===== src/rtl/alu_pkg.sv =====
// Shared opcode, FSM-state and flag-index definitions for the sequential ALU.
package alu_pkg;

  localparam logic [3:0] OP_PASS = 4'h0;
  localparam logic [3:0] OP_ADD  = 4'h1;
  localparam logic [3:0] OP_SUB  = 4'h2;
  localparam logic [3:0] OP_AND  = 4'h3;
  localparam logic [3:0] OP_OR   = 4'h4;
  localparam logic [3:0] OP_XOR  = 4'h5;
  localparam logic [3:0] OP_NOT  = 4'h6;
  localparam logic [3:0] OP_SHL  = 4'h7;
  localparam logic [3:0] OP_SHR  = 4'h8;
  localparam logic [3:0] OP_ASR  = 4'h9;
  localparam logic [3:0] OP_INC  = 4'hA;
  localparam logic [3:0] OP_DEC  = 4'hB;
  localparam logic [3:0] OP_SLT  = 4'hC;
  localparam logic [3:0] OP_ULT  = 4'hD;
  localparam logic [3:0] OP_MULL = 4'hE;
  localparam logic [3:0] OP_MULH = 4'hF;

  typedef enum logic [1:0] {
    ST_IDLE = 2'd0,
    ST_MUL  = 2'd1,
    ST_DONE = 2'd2
  } state_t;

  localparam int FLG_Z = 3;
  localparam int FLG_C = 2;
  localparam int FLG_V = 1;
  localparam int FLG_N = 0;

  function automatic logic is_mul(input logic [3:0] op);
    return (op == OP_MULL) || (op == OP_MULH);
  endfunction

  function automatic logic [3:0] pack_flags(input logic z, input logic c,
                                            input logic v, input logic n);
    logic [3:0] f;
    f        = '0;
    f[FLG_Z] = z;
    f[FLG_C] = c;
    f[FLG_V] = v;
    f[FLG_N] = n;
    return f;
  endfunction

endpackage


===== src/rtl/alu_mul_seq.sv =====
// Unsigned shift-add multiplier: one partial-product step per clock, WIDTH steps per start.
module alu_mul_seq #(
  parameter int WIDTH = 8
) (
  input  logic                 clk,
  input  logic                 reset,
  input  logic                 start,
  input  logic [WIDTH-1:0]     multiplicand,
  input  logic [WIDTH-1:0]     multiplier,
  output logic                 busy,
  output logic                 done,
  output logic [2*WIDTH-1:0]   product
);

  localparam int CW = $clog2(WIDTH + 1);

  logic [WIDTH-1:0]   mcand_q;
  logic [2*WIDTH-1:0] prod_q;
  logic [CW-1:0]      cnt_q;
  logic               busy_q;
  logic               done_q;
  logic [WIDTH:0]     add_w;
  logic [2*WIDTH-1:0] step_w;

  // Upper half accumulates; the multiplier bits drain out of the lower half.
  always_comb begin
    add_w  = {1'b0, prod_q[2*WIDTH-1:WIDTH]} + (prod_q[0] ? {1'b0, mcand_q} : '0);
    step_w = {add_w, prod_q[WIDTH-1:1]};
  end

  // NOTE: sequential state uses non-blocking assignments so every register
  // samples the pre-edge values, independent of statement order.
  always_ff @(posedge clk) begin
    if (reset) begin
      mcand_q <= '0;
      prod_q  <= '0;
      cnt_q   <= '0;
      busy_q  <= 1'b0;
      done_q  <= 1'b0;
    end else begin
      done_q <= 1'b0;
      if (start) begin
        mcand_q <= multiplicand;
        prod_q  <= {{WIDTH{1'b0}}, multiplier};
        cnt_q   <= CW'(WIDTH);
        busy_q  <= 1'b1;
      end else if (busy_q) begin
        prod_q <= step_w;
        cnt_q  <= cnt_q - CW'(1);
        if (cnt_q == CW'(1)) begin
          busy_q <= 1'b0;
          done_q <= 1'b1;
        end
      end
    end
  end

  assign busy    = busy_q;
  assign done    = done_q;
  assign product = prod_q;

endmodule


===== src/rtl/alu_seq.sv =====
// Registered 16-opcode ALU with valid/ready handshakes and a sequential multiplier.
module alu_seq #(
  parameter int WIDTH = 8
) (
  input  logic             clk,
  input  logic             reset,
  input  logic             in_valid,
  output logic             in_ready,
  input  logic [3:0]       sel,
  input  logic [WIDTH-1:0] a,
  input  logic [WIDTH-1:0] b,
  output logic             out_valid,
  input  logic             out_ready,
  output logic [WIDTH-1:0] x,
  output logic [3:0]       flags
);
  import alu_pkg::*;

  state_t             state_q, state_d;
  logic [WIDTH-1:0]   x_q, x_d;
  logic [3:0]         flags_q, flags_d;
  logic               mul_hi_q, mul_hi_d;

  logic               accept;
  logic               mul_start, mul_busy, mul_done;
  logic [2*WIDTH-1:0] product;

  logic [WIDTH-1:0]   opnd_b;
  logic [WIDTH:0]     sum_w, diff_w;
  logic [WIDTH-1:0]   alu_x, mul_x;
  logic               alu_c, alu_v;
  logic [3:0]         alu_flags, mul_flags;

  assign in_ready  = !reset && !mul_busy &&
                     ((state_q == ST_IDLE) || ((state_q == ST_DONE) && out_ready));
  assign accept    = in_valid && in_ready;
  assign mul_start = accept && is_mul(sel);

  alu_mul_seq #(.WIDTH(WIDTH)) u_mul (
    .clk          (clk),
    .reset        (reset),
    .start        (mul_start),
    .multiplicand (a),
    .multiplier   (b),
    .busy         (mul_busy),
    .done         (mul_done),
    .product      (product)
  );

  // NOTE: every combinational output gets a default first, so no path can
  // leave a signal unassigned and infer a latch.
  always_comb begin
    alu_x  = '0;
    alu_c  = 1'b0;
    alu_v  = 1'b0;
    opnd_b = ((sel == OP_INC) || (sel == OP_DEC)) ? WIDTH'(1) : b;
    sum_w  = {1'b0, a} + {1'b0, opnd_b};
    diff_w = {1'b0, a} - {1'b0, opnd_b};
    case (sel)
      OP_PASS: alu_x = a;
      OP_ADD, OP_INC: begin
        alu_x = sum_w[WIDTH-1:0];
        alu_c = sum_w[WIDTH];
        alu_v = (a[WIDTH-1] == opnd_b[WIDTH-1]) && (sum_w[WIDTH-1] != a[WIDTH-1]);
      end
      OP_SUB, OP_DEC: begin
        alu_x = diff_w[WIDTH-1:0];
        alu_c = diff_w[WIDTH];
        alu_v = (a[WIDTH-1] != opnd_b[WIDTH-1]) && (diff_w[WIDTH-1] != a[WIDTH-1]);
      end
      OP_AND:  alu_x = a & b;
      OP_OR:   alu_x = a | b;
      OP_XOR:  alu_x = a ^ b;
      OP_NOT:  alu_x = ~a;
      OP_SHL:  begin alu_x = {a[WIDTH-2:0], 1'b0};       alu_c = a[WIDTH-1]; end
      OP_SHR:  begin alu_x = {1'b0, a[WIDTH-1:1]};       alu_c = a[0];       end
      OP_ASR:  begin alu_x = {a[WIDTH-1], a[WIDTH-1:1]}; alu_c = a[0];       end
      OP_SLT:  alu_x = {{(WIDTH-1){1'b0}}, ($signed(a) < $signed(b))};
      OP_ULT:  alu_x = {{(WIDTH-1){1'b0}}, (a < b)};
      default: alu_x = '0;
    endcase
    alu_flags = pack_flags(alu_x == '0, alu_c, alu_v, alu_x[WIDTH-1]);

    mul_x     = mul_hi_q ? product[2*WIDTH-1:WIDTH] : product[WIDTH-1:0];
    mul_flags = pack_flags(mul_x == '0, 1'b0,
                           !mul_hi_q && (product[2*WIDTH-1:WIDTH] != '0),
                           mul_x[WIDTH-1]);
  end

  always_comb begin
    state_d  = state_q;
    x_d      = x_q;
    flags_d  = flags_q;
    mul_hi_d = mul_hi_q;
    case (state_q)
      ST_IDLE, ST_DONE: begin
        if (accept) begin
          if (is_mul(sel)) begin
            state_d  = ST_MUL;
            mul_hi_d = (sel == OP_MULH);
          end else begin
            state_d = ST_DONE;
            x_d     = alu_x;
            flags_d = alu_flags;
          end
        end else if ((state_q == ST_DONE) && out_ready) begin
          state_d = ST_IDLE;
        end
      end
      ST_MUL: begin
        if (mul_done) begin
          state_d = ST_DONE;
          x_d     = mul_x;
          flags_d = mul_flags;
        end
      end
      default: state_d = ST_IDLE;
    endcase
  end

  always_ff @(posedge clk) begin
    if (reset) begin
      state_q  <= ST_IDLE;
      x_q      <= '0;
      flags_q  <= '0;
      mul_hi_q <= 1'b0;
    end else begin
      state_q  <= state_d;
      x_q      <= x_d;
      flags_q  <= flags_d;
      mul_hi_q <= mul_hi_d;
    end
  end

  assign out_valid = (state_q == ST_DONE);
  assign x         = x_q;
  assign flags     = flags_q;

endmodule

===== config.mk =====
export PLATFORM = sky130hd
export DESIGN_NAME = alu_seq
export DESIGN_NICKNAME = d
export VERILOG_FILES = /design/src/rtl/alu_pkg.sv /design/src/rtl/alu_mul_seq.sv /design/src/rtl/alu_seq.sv
export SDC_FILE = /design/constraint.sdc
export NUM_CORES = 1
export LEC_CHECK = 0
export ABC_AREA = 1
export CORE_UTILIZATION = 50
export CTS_BUF_LIST = sky130_fd_sc_hd__clkbuf_16
export CTS_CLUSTER_SIZE = 20
export DETAILED_ROUTE_END_ITERATION = 12
export PLACE_DENSITY = 0.71
export SLEW_MARGIN = 15
export SYNTH_ARGS = -nofsm -noshare
export SYNTH_HDL_FRONTEND = slang
export SYNTH_HIERARCHICAL = 1
export SYNTH_SLANG_ARGS = --single-unit

===== constraint.sdc =====
create_clock -name clk -period 5 [get_ports clk]
set_clock_uncertainty 0.05 [all_clocks]
set_input_delay 0.75 -clock clk [delete_from_list [all_inputs] [get_ports clk]]
set_output_delay 0.75 -clock clk [all_outputs]
set_load 0.01 [all_outputs]

==> results.ini <==
[place]
dp_hpwl_um=9700
dpl_cell_area_um2=4650
placed_cells=813
place_congestion=0.982
portBuffers=37

[hold_path]
hold_class=reg -> reg

[critical_path]
r2r-start=u_mul/busy
r2r_cells=9
timing.rr.end=x[2]
required_ns=5.17
crit_start=sel[2]
reg2reg_slack_ns=2.70
crit_arrival_ns=3.52
path_class=in -> reg
start_kind=input pin
cp_max_fo=8
endpoint=flags[3]
worstSetupEndpointType=register

[die]
die_w_um=94.1
rows=33
dieArea_um2=8850
core-area_um2=8220
die_h_um=94.1
io_pins=38
start_util_pct=51.6

[layout]
fillers=822
num-nets-final=794
seq_area_um2=881
final_cell_mix=168 x nand2_1, 97 x nor2_1, 96 x inv_1
multi_input_area_um2=2850
finalInstanceArea_um2=4800
final_common_cell=nand2_1
fin_cells=821
drive_gt1_share_pct=4.47
n_antenna_cell=0
syn_to_final_growth_pct=13.1

[timing]
grt_setup_unrepaired=false
finalMaxSlewViolations=0
tns_ns=0
hold_viol_final=0
setup_violations=0
tightest_slew_ns=0.666
fmax_mhz=298
period_needed_ns=3.35
max_slew_margin_pct=55.4
finalCritPeriodShare_pct=67.1

[detailed_routing]
viasPerCell=5.56
wl_per_cell_um=15.0
drt_iter0_markers=319
finalWirelength_um=12400
dr.pass1.iters=5
ant_nets=0
drc_errors=0
num_vias=4565

[logic_synthesis]
synth_cells=684
post_synth_num_cell_types=39
synth.net_count=763
synth-edff-count=0
async_flop_share_pct=0
synth_warnings=6
avgSynthCellArea_um2=6.20
synthFlopType=dfxtp_1
yosysSeqAreaShare_pct=20.8
synth-seq-cells=44
netlist_area_um2=4240

[pwr]
p_total_w=0.000977
vdd.ir_drop.worst_v=0.000133
p_leak_nw=2.45
power.density_nw_per_um2=204

[grt]
grt_overflow_total=0
grtUsageTotal_pct=29.4
grt_pass1_wl_um=20000
grt_max_degree=23
grt_pass1_vias=4131
antenna_found_initial=0

[clocking]
clk_pin_slew_ns=0.06
cts_sinks=44
cts_made_buffers=5
postCtsHoldBufs=0
clkLatencyLatePin_ns=0.29
h-tree-depth=2
clockRootBuffer=clkbuf_16
cts_tree=yes
post_cts_buffers=0
cts_resized=0
ctsLongestPathBuffers=2

[outcome]
status=complete, no violations

[job]
drv_cap=0

-- layer usage --
metal | vias up | global-route usage, % | share of wire [%]
li1 | 2265 | - | -
met1 | 2108 | 40.9 | 47
met2 | 166 | 46.0 | 43
met3 | 26 | 4.69 | 7.2
met4 | 0 | 9.23 | 2.6
met5 | - | 0 | 0
-- report_power, final --
part / switching, W / internal (W) / leakage [nW]
clock: 0.000136 / 0.000184 / 0.0716
combinational: 0.000178 / 0.000103 / 2.02
sequential: 0.0000117 / 0.000364 / 0.357
total: 0.000325 / 0.000652 / 2.45
-- metrics by stage --
step	util [%]	hold slack, ns	setup slack (ns)
floorplan	-	0.383	2.28
global route	58.4	0.437	1.38
detailed placement	56.6	0.410	1.38
global placement	56.6	0.402	1.47
finish	58.4	0.416	1.65
CTS	58.4	0.418	1.67
-- worst min-delay path by stage --
stage / start / endpoint / slack, ns / cells past startpoint
floorplan: u_mul/mcand_q[0] / u_mul/mcand_q[0] / 0.38 / 2
finish: x[6] / x[6] / 0.42 / 2
CTS: x[6] / x[6] / 0.42 / 2
detailed placement: x[6] / x[6] / 0.41 / 2
global route: x[6] / x[6] / 0.44 / 2
global placement: u_mul/mcand_q[0] / u_mul/mcand_q[0] / 0.40 / 2
-- cell type report --
class	instances	share of cell area, %
Multi-Input combinational cell	519	59.5
Sequential cell	44	18.4
Inverter	106	8.43
Timing Repair Buffer	39	8.04
Tap cell	105	2.74
Clock buffer	5	2.61
Clock inverter	3	0.365
-- registers in the layout, summed over array words and instances (netlist names) --
signal         cells
u_mul/product     16
u_mul/mcand_q      8
flags              4
state_q            2
u_mul/done         1
mul_hi_q           1
u_mul/busy         1
u_mul/cnt_q        4
x                  7
-- critical path: stages --
cell	delay (ns)
clkdlybuf4s50_1	0.54
inv_1	0.09
nand2_1	0.09
nor2_1	0.04
inv_1	0.18
nand2_1	0.15
ha_1	0.25
fa_1	0.42
or2_2	0.31
nand3_1	0.08
nand2_1	0.05
nor2_1	0.19
nand3_1	0.10
nor2_1	0.09
nand3_1	0.07
a21oi_1	0.11
-- synth_stat cells, types with 7 or more instances --
| cell | instances | area [µm²] |
|---|---|---|
| a21oi_1 | 35 | 175 |
| dfxtp_1 | 44 | 881 |
| ha_1 | 52 | 651 |
| inv_1 | 96 | 360 |
| inv_2 | 7 | 26.3 |
| nand2_1 | 168 | 631 |
| nand3_1 | 53 | 265 |
| nand4_1 | 10 | 62.6 |
| nor2_1 | 97 | 364 |
| nor3_1 | 14 | 70.1 |
| o21ai_0 | 41 | 205 |
| o221ai_1 | 8 | 70.1 |
-- logic make-up (layout without fill, tap and decap cells) --
group	count (synthesis)	count (layout)	synth area share, %
muxes	2	2	0.472
and+or+nand+nor	354	354	34.9
AOI/OAI and AO/OA	103	103	14.0
xor gates and xnor gates	5	5	1.03
DFF	44	44	20.8
buffers and inverters	121	153	12.1
adders and majority gates	55	55	16.8
Power figures use the tool's default switching activity.
